**src/rtl/mult_arb.sv**
```systemverilog
// Two-client arbiter in front of one shared signed multiplier.
// A client's operand pair is accepted in IDLE. The product is computed in
// EXEC and held in RESP until the owning client takes it.
//
// Handshake: a transfer happens on a rising edge where valid and ready are
// both high. Request ready is a combinational function of valid, so a client
// may drop valid before acceptance, which cancels the request. Response valid
// stays high, with stable data, until the addressed client raises its ready.

module mult #(
    parameter int N = 4
) (
    input  logic [N-1:0]   op1_i,
    input  logic [N-1:0]   op2_i,
    output logic [2*N-1:0] out_o
);
    // Sign-extend both operands to full width. The low 2N bits of the
    // unsigned product then equal the two's-complement product.
    assign out_o = {{N{op1_i[N-1]}}, op1_i} * {{N{op2_i[N-1]}}, op2_i};
endmodule

module mult_arb #(
    parameter int N = 4
) (
    input  logic           clk,
    input  logic           rst_n,
    input  logic           req0_valid,
    output logic           req0_ready,
    input  logic [N-1:0]   req0_op1,
    input  logic [N-1:0]   req0_op2,
    input  logic           req1_valid,
    output logic           req1_ready,
    input  logic [N-1:0]   req1_op1,
    input  logic [N-1:0]   req1_op2,
    output logic           rsp0_valid,
    output logic [2*N-1:0] rsp0_data,
    input  logic           rsp0_ready,
    output logic           rsp1_valid,
    output logic [2*N-1:0] rsp1_data,
    input  logic           rsp1_ready,
    output logic           busy,
    output logic [1:0]     state_o
);
    localparam int M = 2 * N;

    typedef enum logic [1:0] {
        IDLE = 2'd0,
        EXEC = 2'd1,
        RESP = 2'd2
    } state_t;

    state_t         state_q, state_d;
    logic           ptr_q, ptr_d;   // client favoured when both are valid
    logic           id_q, id_d;     // client owning the in-flight operation
    logic [N-1:0]   op1_q, op1_d;
    logic [N-1:0]   op2_q, op2_d;
    logic [M-1:0]   res_q, res_d;
    logic [M-1:0]   mult_out;
    logic           grant0, grant1;

    mult #(.N(N)) u_mult (
        .op1_i (op1_q),
        .op2_i (op2_q),
        .out_o (mult_out)
    );

    // State and datapath registers; reset discards any in-flight result.
    always_ff @(posedge clk) begin
        if (!rst_n) begin
            state_q <= IDLE;
            ptr_q   <= 1'b0;
            id_q    <= 1'b0;
            op1_q   <= '0;
            op2_q   <= '0;
            res_q   <= '0;
        end else begin
            state_q <= state_d;
            ptr_q   <= ptr_d;
            id_q    <= id_d;
            op1_q   <= op1_d;
            op2_q   <= op2_d;
            res_q   <= res_d;
        end
    end

    // Arbitration, next-state and handshake outputs.
    always_comb begin
        state_d    = state_q;
        ptr_d      = ptr_q;
        id_d       = id_q;
        op1_d      = op1_q;
        op2_d      = op2_q;
        res_d      = res_q;
        grant0     = 1'b0;
        grant1     = 1'b0;
        req0_ready = 1'b0;
        req1_ready = 1'b0;
        rsp0_valid = 1'b0;
        rsp1_valid = 1'b0;
        case (state_q)
            IDLE: begin
                grant0     = req0_valid & (~req1_valid | ~ptr_q);
                grant1     = req1_valid & (~req0_valid | ptr_q);
                req0_ready = rst_n & grant0;
                req1_ready = rst_n & grant1;
                if (req0_ready) begin
                    op1_d   = req0_op1;
                    op2_d   = req0_op2;
                    id_d    = 1'b0;
                    ptr_d   = 1'b1;
                    state_d = EXEC;
                end else if (req1_ready) begin
                    op1_d   = req1_op1;
                    op2_d   = req1_op2;
                    id_d    = 1'b1;
                    ptr_d   = 1'b0;
                    state_d = EXEC;
                end
            end
            EXEC: begin
                res_d   = mult_out;
                state_d = RESP;
            end
            RESP: begin
                rsp0_valid = rst_n & ~id_q;
                rsp1_valid = rst_n & id_q;
                if ((~id_q & rsp0_ready) | (id_q & rsp1_ready)) begin
                    state_d = IDLE;
                end
            end
            default: state_d = IDLE;
        endcase
    end

    assign rsp0_data = res_q;
    assign rsp1_data = res_q;
    assign busy      = (state_q != IDLE);
    assign state_o   = state_q;
endmodule

```
**config.mk**
```make
export PLATFORM = sky130hd
export DESIGN_NAME = mult_arb
export DESIGN_NICKNAME = d
export VERILOG_FILES = /design/src/rtl/mult_arb.sv
export SDC_FILE = /design/constraint.sdc
export NUM_CORES = 1
export LEC_CHECK = 0
export ABC_AREA = 1
export CAP_MARGIN = 20
export CORE_ASPECT_RATIO = 1.75
export CORE_MARGIN = 4
export CORE_UTILIZATION = 48
export CTS_CLUSTER_DIAMETER = 80
export CTS_CLUSTER_SIZE = 40
export DETAILED_ROUTE_END_ITERATION = 8
export PLACE_DENSITY = 0.86
export SLEW_MARGIN = 20
export SYNTH_ARGS = -nofsm -noshare
export SYNTH_HDL_FRONTEND = slang
export SYNTH_SLANG_ARGS = --single-unit
```
**constraint.sdc**
```tcl
create_clock -name clk -period 5 [get_ports clk]
set_input_delay 0.5 -clock clk [delete_from_list [all_inputs] [get_ports clk]]
set_output_delay 0.5 -clock clk [all_outputs]
set_load 0.1 [all_outputs]
```
==> summary.md, run 1 <==
| Metric | Value |
|---|---|
| Wirelength per Cell | `10.5 um` |
| Fin. max-slew vios | `0` |
| Total gr overflow | `0` |
| Number of synthesized flops with an enable pin | `0` |
| Synthesized cell area | `~1600 um^2` |
| H-tree Lvls | `1` |
| Die area | `roughly 4300 um^2` |
| Final WL | `3150 um` |
| Mapped Cells | `220` |
| Diodes inserted | `0` |
| Pwr Density | `about 340 nW/um^2` |
| Max stage delay on crit path | `approximately 0.52 ns` |
| Share of cells above drive strength 1 | `0.0547` |
| Minimum clock period | `3.61 ns` |
| Number of global-route vias before repair | `1439` |
| Worst Hold Class | `register to register` |
| Share of the synthesized area in the top cell type | `0.257` |
| Post-synthesis net count | `between 200 and 300` |
| Worst rel slew slack | `0.349` |
| Final Wtd Congestion | `~0.86` |
| # rows | `27` |
| Vias per std cell | `between 4 and 5` |
| RSZ-0062 raised after global routing | `false` |
| Initial antenna violation count | `0` |
| Via count | `about 1500` |
| Fillers | `~270` |
| DR iter-0 viols | `17` |
| Setup violations, final | `0` |
| Initial Utilization | `0.496` |
| Max clock buf depth | `2` |
| Total CTS buffers | `3` |
| Layout area overhead | `30.9%` |
| Crit Path Category | `register to register` |
| Storage cell area | `400 um^2` |
| Die Y | `around 83 um` |
| Critical path's top delay family | `adder cells` |
| Total GRT Usage | `0.166` |
| Fin. Hold Viols | `0` |
| Resized cells post-CTS | `0` |
| Worst-margin pin slew | `a little under 1 ns` |
| Arrival @ worst endpoint | `3.78 ns` |
| Area of the multi-input gates | `905 um^2` |
| HPWL after DPL | `~2700 um` |
| Primary FF master, synth | `dfxtp_1` |
| Top cell type by total area after synthesis | `dfxtp_1` |
| Syn avg cell area | `~7.1 um^2` |
| #FFs+latches synth | `20` |
| Static Leakage | `between 1 and 1.5 nW` |
| DRC | `0` |
| Worst-skew pair later-pin latency | `~0.26 ns` |
| Combinational family with the most area after synthesis | `simple AND/OR/NAND/NOR gates` |
| NumNets Final | `300` |
| Chip width | `51.1 um` |
| Synth Area in XOR/XNOR | `0.00562` |
| MaxCap Viol Count | `0` |
| CP max FO | `5` |
| Port bufs | `44` |
| TNS Setup | `0 ns` |
| Met3 Use GR | `0.0269` |
| First-pass GRT wire length | `about 5600 um` |
| Max rail drop VDD | `0.000302 V` |
| Ys async rst share | `0` |
| Post CTS Setup Buffer Count | `0` |
| Sink Count | `20` |
| Post-Synth Simple-Gate Area | `0.256` |
| CP Data Required Time | `between 5 and 6 ns` |
| Mux cell area share after synthesis | `0` |
| Synth top area cells | `dfxtp_1, fa_1, nand2_1` |
| Drt pass-1 iters | `4` |
| ANT nets after route | `0` |
| Crit path buf inv count | `4` |
| Post-CTS Hold Buffers | `0` |
| Warnings from Yosys | `0` |
| Startpoint Class | `register` |
| Layout Skew | `0.00835 ns` |
| Core area | `around 3100 um^2` |
| Final period util | `0.722` |
| Reg clk slew, reported paths | `roughly 0.080 ns` |
| CP Cell Sequence | `inv_1 -> or2_2 -> fa_1 -> fa_1 -> inv_1 -> fa_1 -> ha_1 -> inv_1 -> fa_1 -> nand3b_1 -> nand2_1 -> nand2_1 -> nand3_1 -> nand3_1 -> nand2_1 -> inv_1` |
| GRT busiest layer | `met2` |
| Register area share after synthesis | `0.257` |
| Compound-cell area share of the yosys netlist | `0.107` |
| Largest net degree at the start of global routing | `15` |
| Synth Area in Adders | `0.212` |
| Netlist cell types | `28` |
| Met2 Usage GRT | `0.323` |
| CTS tree | `built` |
| Status | `finished, final reports clean` |
| Slowest library cell on the worst path | `fa_1` |
| Met1 Use GR | `0.152` |
| CP Capture Type | `register` |
| Final hold slack | `0.490 ns` |
| IO Pins | `45` |
| CTS root buffer | `clkbuf_8` |
| Fmax | `277 MHz` |
through the flow:
| step | util | total power, mW | worst slack (ns) | cells | cell area (um^2) |
|---|---|---|---|---|---|
| 3_5_place_dp | 0.627 | 0.538 | 1.38 | 295 | 1970 |
| 6_report | 0.650 | 0.694 | 1.39 | 299 | 2040 |
| 5_1_grt | 0.650 | 0.732 | 1.08 | 299 | 2040 |
| 4_1_cts | 0.650 | 0.696 | 1.38 | 299 | 2040 |
| 2_1_floorplan | - | 0.466 | 1.20 | 220 | 1560 |
| 3_3_place_gp | 0.627 | 0.534 | 1.46 | 295 | 1970 |
kinds of logic (layout without fill, tap and decap cells):
| family | count (synthesis) | in the layout |
|---|---|---|
| simple gates | 90 | 90 |
| xor+xnor | 1 | 1 |
| flops | 20 | 20 |
| buf+inv | 56 | 92 |
| fa+ha+maj | 21 | 21 |
| compound gates | 32 | 32 |
layer usage:
metal	wire [um]	up-vias
met5	0	-
met4	106	0
met3	88	10
met2	1820	30
met1	1130	675
li1	-	742
sequential cells by signal, summed over array words and instances, names as in the netlist:
| signal | flops |
|---|---|
| rsp0_data | 8 |
| op1_q | 4 |
| op2_q | 4 |
| state_o | 2 |
| id_q | 1 |
| ptr_q | 1 |
layout make-up:
cell class,instances,share of cell area
Tap cell,43,0.0264
Clock inverter,1,0.0147
Inverter,44,0.0834
Clock buffer,3,0.0202
Sequential cell,20,0.196
Multi-Input combinational cell,144,0.443
Timing Repair Buffer,44,0.216
cell usage after synthesis, drive strengths merged (2+ instances only):
cell type / count
nor2: 34
nand2: 44
buf: 10
nand3: 7
ha: 12
nor3: 2
o21ai: 18
fa: 9
dfxtp: 20
a21oi: 13
inv: 43
clkbuf: 2
cell usage in the layout, fill, tap and decap left out:
| cell type | netlist | layout |
|---|---|---|
| clkdlybuf4s50_1 | 0 | 44 |
| nand2_1 | 43 | 43 |
| inv_1 | 42 | 42 |
| nor2_1 | 30 | 30 |
| dfxtp_1 | 20 | 20 |
| a21oi_1 | 12 | 12 |
| ha_1 | 12 | 12 |
| o21ai_1 | 11 | 11 |
| fa_1 | 9 | 9 |
| o21ai_0 | 7 | 7 |
| nand3_1 | 6 | 6 |
| clkbuf_8 | 0 | 3 |
| nor3_1 | 2 | 2 |
| nor2_4 | 2 | 2 |
| or2_2 | 1 | 1 |
| nor2_2 | 1 | 1 |
| inv_2 | 1 | 1 |
| nand3_2 | 1 | 1 |
| xor2_1 | 1 | 1 |
| nor2_8 | 1 | 1 |
| clkinv_4 | 1 | 1 |
| nand4_1 | 1 | 1 |
| o31ai_1 | 1 | 1 |
| nand3b_1 | 1 | 1 |
| nand2_2 | 1 | 1 |
| a21oi_2 | 1 | 1 |
| bufinv_16 | 0 | 1 |
worst reg2reg max path: stages (launching register included):
cell and delay (ns):
dfxtp_1 0.36, inv_1 0.10, or2_2 0.30, fa_1 0.50
fa_1 0.52, inv_1 0.05, fa_1 0.50, ha_1 0.16
inv_1 0.05, fa_1 0.38, nand3b_1 0.19, nand2_1 0.08
nand2_1 0.06, nand3_1 0.09, nand3_1 0.07, nand2_1 0.08
inv_1 0.03
report_power, final:
| group | internal, mW | leakage [nW] | switching (mW) |
|---|---|---|---|
| sequential | 0.179 | 0.164 | 0.0186 |
| combinational | 0.0922 | 0.839 | 0.243 |
| clock | 0.107 | 0.0357 | 0.0542 |
worst paths after layout:
path                                                start                   endpoint  slack, ns  cells after the start
worst max-delay path                op2_q[3]$_SDFFE_PN0P_  rsp0_data[7]$_SDFFE_PN0N_       1.39                     16
worst min-delay path            rsp0_data[0]$_SDFFE_PN0N_  rsp0_data[0]$_SDFFE_PN0N_       0.49                      2
worst max register to register      op2_q[3]$_SDFFE_PN0P_  rsp0_data[7]$_SDFFE_PN0N_       1.39                     16
worst min register to register  rsp0_data[0]$_SDFFE_PN0N_  rsp0_data[0]$_SDFFE_PN0N_       0.49                      2
No activity file was read; power rests on OpenSTA's default activity.
==> run 2, diff against run 1 <==
==> constraint.sdc (replaced) <==
create_clock -name clk -period 3.7 [get_ports clk]
set_input_delay 0.37 -clock clk [delete_from_list [all_inputs] [get_ports clk]]
set_output_delay 0.37 -clock clk [all_outputs]
set_load 0.1 [all_outputs]
==> summary.md, run 2 (synthesis gave the netlist of run 1 again) <==
| Metric | Value |
|---|---|
| Status | `finished, final reports clean` |
| Internal power | `about 0.51 mW` |
| Fmax | `approximately 280 MHz` |
| HPWL after DPL | `2980 um` |
| RSZ-0062 raised after global routing | `false` |
| Initial antenna violation count | `0` |
| CTS tree | `built` |
| Most common cell after layout, fill and taps aside | `nand2_1` |
| Worst min-delay path endpoint | `rsp0_data[0]$_SDFFE_PN0N_` |
| Final period util | `0.951` |
| Die area | `between 4000 and 5000 um^2` |
| Pwr Density | `459 nW/um^2` |
| Switching share of total power | `0.456` |
| Worst r2r path cells | `16` |
| Hold Path Depth | `2` |
| Drt pass-1 iters | `4` |
| Met1 Use GR | `0.150` |
| Area of the multi-input gates | `about 910 um^2` |
| Reg-to-Reg End | `rsp0_data[7]$_SDFFE_PN0N_` |
| Static Leakage | `1.05 nW` |
| Max rail drop VDD | `~0.00051 V` |
| Share of cells above drive strength 1 | `0.0969` |
| Max stage delay on crit path | `about 0.52 ns` |
| P_sw | `0.430 mW` |
| Post-CTS Hold Buffers | `0` |
| IO Pins | `between 40 and 50` |
| Critical path's top delay family | `adder cells` |
| Largest net degree at the start of global routing | `15` |
| # rows | `27` |
| CP Data Required Time | `around 3.9 ns` |
| Reg clk slew, reported paths | `roughly 0.080 ns` |
| Wirelength per Cell | `approximately 12 um` |
| Finished Layout Cells | `around 300` |
| Layout Skew | `roughly 0.0059 ns` |
| Total gr overflow | `0` |
| Startpoint Class | `register` |
| Die Y | `about 83 um` |
| CTS root buffer | `clkbuf_8` |
| Fin. Hold Viols | `0` |
| Max clock buf depth | `2` |
| Slowest library cell on the worst path | `fa_1` |
| Via count | `between 1000 and 1500` |
| Met3 Use GR | `0.0287` |
| Worst Hold Class | `register to register` |
| Clock share of power | `0.228` |
| TNS Setup | `0 ns` |
| Core area | `~3100 um^2` |
| CP Capture Type | `register` |
| Number of global-route vias before repair | `roughly 1500` |
| Worst r2r src | `op2_q[3]$_SDFFE_PN0P_` |
| H-tree Lvls | `1` |
| Setup violations, final | `0` |
| DR iter-0 viols | `22` |
| Met2 Usage GRT | `0.370` |
| Diodes inserted | `0` |
| GRT busiest layer | `met2` |
| Total CTS buffers | `3` |
| Storage cell area | `between 400 and 500 um^2` |
| Combinational fraction of design power | `0.489` |
| Seq pwr share | `0.283` |
| Worst-skew pair later-pin latency | `0.26 ns` |
| Fin. max-slew vios | `0` |
| Crit Path Category | `register to register` |
| Max reg flops | `8` |
| Flop-to-flop setup slack | `approximately 0.18 ns` |
| First-pass GRT wire length | `approximately 5900 um` |
| Worst rel slew slack | `0.344` |
| Most frequent cells in the layout | `nand2_1, inv_1, clkdlybuf4s50_1` |
| Sink Count | `20` |
| Worst-margin pin slew | `roughly 0.98 ns` |
| Arrival @ worst endpoint | `3.69 ns` |
| Fillers | `268` |
| Layout area overhead | `31.9%` |
| Minimum clock period | `about 3.5 ns` |
| NumNets Final | `roughly 300` |
| DRC | `0` |
| Initial Utilization | `0.496` |
| Chip width | `a little over 50 um` |
| Hold wc startpoint | `rsp0_data[0]$_SDFFE_PN0N_` |
| Vias per std cell | `~5` |
| MaxCap Viol Count | `0` |
| Port bufs | `44` |
| Total GRT Usage | `0.178` |
| Final WL | `around 3600 um` |
| ANT nets after route | `0` |
| CP max FO | `5` |
| CP Cell Sequence | `inv_2 -> or2_2 -> fa_1 -> fa_1 -> inv_1 -> fa_1 -> ha_2 -> inv_1 -> fa_2 -> nand3b_1 -> nand2_1 -> nand2_1 -> nand3_1 -> nand3_1 -> nand2_1 -> inv_1` |
| Crit path buf inv count | `4` |
| Post-placement cell count | `about 300` |
| Final Wtd Congestion | `a little under 0.9` |
run 2: routing by layer:
layer  wire [um]  vias to the layer above
met5           0                        -
met4          69                        0
met3          95                        7
met2        2260                       31
met1        1170                      688
li1            -                      741
run 2: how the worst max path moves through the flow:
stage | start | endpoint | slack [ns] | depth (start not counted)
after floorplan | state_o[1]$_SDFFE_PN0P_ | rsp0_valid | 0.03 | 4
after global placement | op2_q[3]$_SDFFE_PN0P_ | rsp0_data[7]$_SDFFE_PN0N_ | 0.15 | 16
after detailed placement | op2_q[3]$_SDFFE_PN0P_ | rsp0_data[7]$_SDFFE_PN0N_ | 0.003 | 16
after CTS | op2_q[3]$_SDFFE_PN0P_ | rsp0_data[7]$_SDFFE_PN0N_ | 0.0009 | 16
after global routing | op2_q[3]$_SDFFE_PN0P_ | rsp0_data[7]$_SDFFE_PN0N_ | 0.02 | 16
final | op2_q[3]$_SDFFE_PN0P_ | rsp0_data[7]$_SDFFE_PN0N_ | 0.18 | 16
run 2: worst reg2reg max path, stage by stage (launching register included):
cell      delay, ns
dfxtp_2        0.34
inv_2          0.06
or2_2          0.29
fa_1           0.46
fa_1           0.50
inv_1          0.06
fa_1           0.52
ha_2           0.18
inv_1          0.06
fa_2           0.35
nand3b_1       0.20
nand2_1        0.08
nand2_1        0.06
nand3_1        0.08
nand3_1        0.07
nand2_1        0.09
inv_1          0.04
run 2: final cells by class:
type / instances / share of cell area
Clock inverter: 1 / 0.0146
Tap cell: 43 / 0.0262
Multi-Input combinational cell: 144 / 0.445
Inverter: 44 / 0.0827
Clock buffer: 3 / 0.0201
Sequential cell: 20 / 0.195
Timing Repair Buffer: 46 / 0.217
run 2: what timing repair did:
action | 4_1_cts | 5_1_grt
resized for setup | 0 | 5
buffers inserted | 0 | 2
endpoints found under the hold margin | 0 | 0
setup endpoints to repair | 0 | 1
run 2: metrics by stage:
stage	hold WS, ns	utilization	area, um^2	power [mW]	worst slack, ns
5_1_grt	0.522	0.655	2060	0.993	0.0168
4_1_cts	0.495	0.646	2030	0.945	0.000949
2_1_floorplan	0.462	-	1560	0.630	0.0320
3_5_place_dp	0.483	0.624	1960	0.730	0.00331
6_report	0.491	0.655	2060	0.944	0.180
3_3_place_gp	0.482	0.624	1960	0.720	0.153
run 2: power groups by stage:
| stage | sequential (mW) | combinational, mW | clock (mW) |
|---|---|---|---|
| 2_1_floorplan | 0.364 | 0.266 | 0 |
| 3_3_place_gp | 0.270 | 0.449 | 0 |
| 3_5_place_dp | 0.272 | 0.459 | 0 |
| 4_1_cts | 0.267 | 0.460 | 0.218 |
| 5_1_grt | 0.270 | 0.492 | 0.231 |
| 6_report | 0.267 | 0.461 | 0.216 |
==> run 3, diff against run 2 <==
--- a/config.mk
+++ b/config.mk
@@ -7,7 +7,7 @@
 export LEC_CHECK = 0
 export ABC_AREA = 1
 export CAP_MARGIN = 20
-export CORE_ASPECT_RATIO = 1.75
+export CORE_ASPECT_RATIO = 1.5
 export CORE_MARGIN = 4
 export CORE_UTILIZATION = 48
 export CTS_CLUSTER_DIAMETER = 80
==> summary.md, run 3 (synthesis gave the netlist of run 1 again) <==
| Metric | Value |
|---|---|
| Diodes inserted | `0` |
| Max stage delay on crit path | `roughly 0.51 ns` |
| CP Capture Type | `register` |
| Tot Pwr | `just under 0.9 mW` |
| IO Pins | `45` |
| Crit Path Category | `register to register` |
| Worst rel slew slack | `0.349` |
| Final Wtd Congestion | `0.795` |
| Area of the multi-input gates | `between 900 and 1000 um^2` |
| Wirelength per Cell | `11.1 um` |
| Status | `finished, final reports clean` |
| Arrival @ worst endpoint | `roughly 3.6 ns` |
| Largest net degree at the start of global routing | `15` |
| Setup violations, final | `0` |
| Via count | `about 1400` |
| Fillers | `approximately 270` |
| Final worst setup slack | `around 0.22 ns` |
| Sink Count | `20` |
| Flop-to-flop setup slack | `0.22 ns` |
| # rows | `25` |
| Post-CTS Hold Buffers | `0` |
| Total gr overflow | `0` |
| Initial Utilization | `0.498` |
| Vias per std cell | `approximately 4.8` |
| Pwr Density | `around 440 nW/um^2` |
| Most common cell after layout, fill and taps aside | `nand2_1` |
| Final period util | `0.940` |
| Port bufs | `44` |
| End-of-flow core utilization | `0.648` |
| Static Leakage | `1.05 nW` |
| Reg clk slew, reported paths | `0.07 ns` |
| Layout Skew | `between 0.002 and 0.003 ns` |
| Max clock buf depth | `2` |
| Minimum clock period | `about 3.5 ns` |
| Fin. Hold Viols | `0` |
| Drt pass-1 iters | `4` |
| First-pass GRT wire length | `about 5500 um` |
| Max rail drop VDD | `between 0.0002 and 0.0003 V` |
| MaxCap Viol Count | `0` |
| CTS tree | `built` |
| DR iter-0 viols | `15` |
| Dpl cell area | `a little under 2000 um^2` |
| Most frequent cells in the layout | `nand2_1, inv_1, clkdlybuf4s50_1` |
| Chip width | `around 55 um` |
| Fmax | `~290 MHz` |
| Number of global-route vias before repair | `1316` |
| Core area | `between 3000 and 4000 um^2` |
| Die Y | `around 80 um` |
| Worst-margin pin slew | `roughly 0.97 ns` |
| Die area | `roughly 4200 um^2` |
| H-tree Lvls | `1` |
| Worst Hold Class | `register to register` |
| Total GRT Usage | `0.170` |
| Fin. max-slew vios | `0` |
| Slowest library cell on the worst path | `fa_1` |
| Worst-skew pair later-pin latency | `0.26 ns` |
| CP Cell Sequence | `inv_2 -> or2_2 -> fa_1 -> fa_1 -> inv_1 -> fa_1 -> ha_1 -> inv_1 -> fa_2 -> nand3b_1 -> nand3_1 -> nand2_1 -> nand2_1 -> nand3_1 -> nand2_1 -> inv_1` |
| Final WL | `between 3000 and 4000 um` |
| Layout area overhead | `30.0%` |
| CTS root buffer | `clkbuf_8` |
| NumNets Final | `between 300 and 400` |
| Initial antenna violation count | `0` |
| Setup WS pre-CTS | `around 0.073 ns` |
| Final Cell Area | `approximately 2000 um^2` |
| Share of cells above drive strength 1 | `0.0895` |
| Crit path buf inv count | `4` |
| CP max FO | `5` |
| Total CTS buffers | `3` |
| CP Data Required Time | `roughly 3.9 ns` |
| Max reg flops | `8` |
| ANT nets after route | `0` |
| DRC | `0` |
| Startpoint Class | `register` |
| HPWL after DPL | `approximately 2700 um` |
| Critical path's top delay family | `adder cells` |
| Storage cell area | `between 400 and 500 um^2` |
==> run 3: cell type report <==
type | instances | area share
Clock buffer | 4 | 0.0272
Inverter | 44 | 0.0840
Multi-Input combinational cell | 144 | 0.450
Sequential cell | 20 | 0.198
Tap cell | 40 | 0.0247
Timing Repair Buffer | 45 | 0.216
==> run 3: tightest hold or removal path, delay by kind of cell, from the launching register on <==
family | cells | cell delay [ns]
flip-flops | 1 | 0.31
AO/OA/AOI/OAI | 1 | 0.07
buffers and inverters | 1 | 0.06
==> run 3: power breakdown <==
group          switching, mW  internal, mW
logic                  0.330         0.126
clock network         0.0729        0.0948
registers             0.0239         0.242
total                  0.427         0.463
==> run 3: metal layers <==
metal / GRT usage / wire [um] / part of all wire / up-vias
li1: - / - / - / 739
met5: 0 / 0 / 0 / -
met3: 0.0250 / 107 / 0.033 / 8
met4: 0.0599 / 65 / 0.020 / 0
met2: 0.325 / 1890 / 0.57 / 31
met1: 0.173 / 1230 / 0.37 / 637
==> run 3: final timing paths <==
| path | from | endpoint | cells after the start |
|---|---|---|---|
| max | op2_q[3]$_SDFFE_PN0P_ | rsp0_data[7]$_SDFFE_PN0N_ | 16 |
| min | ptr_q$_SDFFE_PN0P_ | ptr_q$_SDFFE_PN0P_ | 2 |
| max reg2reg | op2_q[3]$_SDFFE_PN0P_ | rsp0_data[7]$_SDFFE_PN0N_ | 16 |
| min reg2reg | ptr_q$_SDFFE_PN0P_ | ptr_q$_SDFFE_PN0P_ | 2 |
==> run 3: what timing repair did <==
action                                  4_1_cts  5_1_grt
setup buffers                                 0        1
resized for setup                             0        4
endpoints found under the setup margin        0        1
==> run 3: per-stage QoR <==
step                      std cells  hold WS (ns)  setup TNS [ns]
final                           297         0.490               0
after global routing            297         0.502        -0.00106
after CTS                       296         0.492               0
after detailed placement        292         0.480               0
after global placement          292         0.471               0
after floorplan                 220         0.462               0
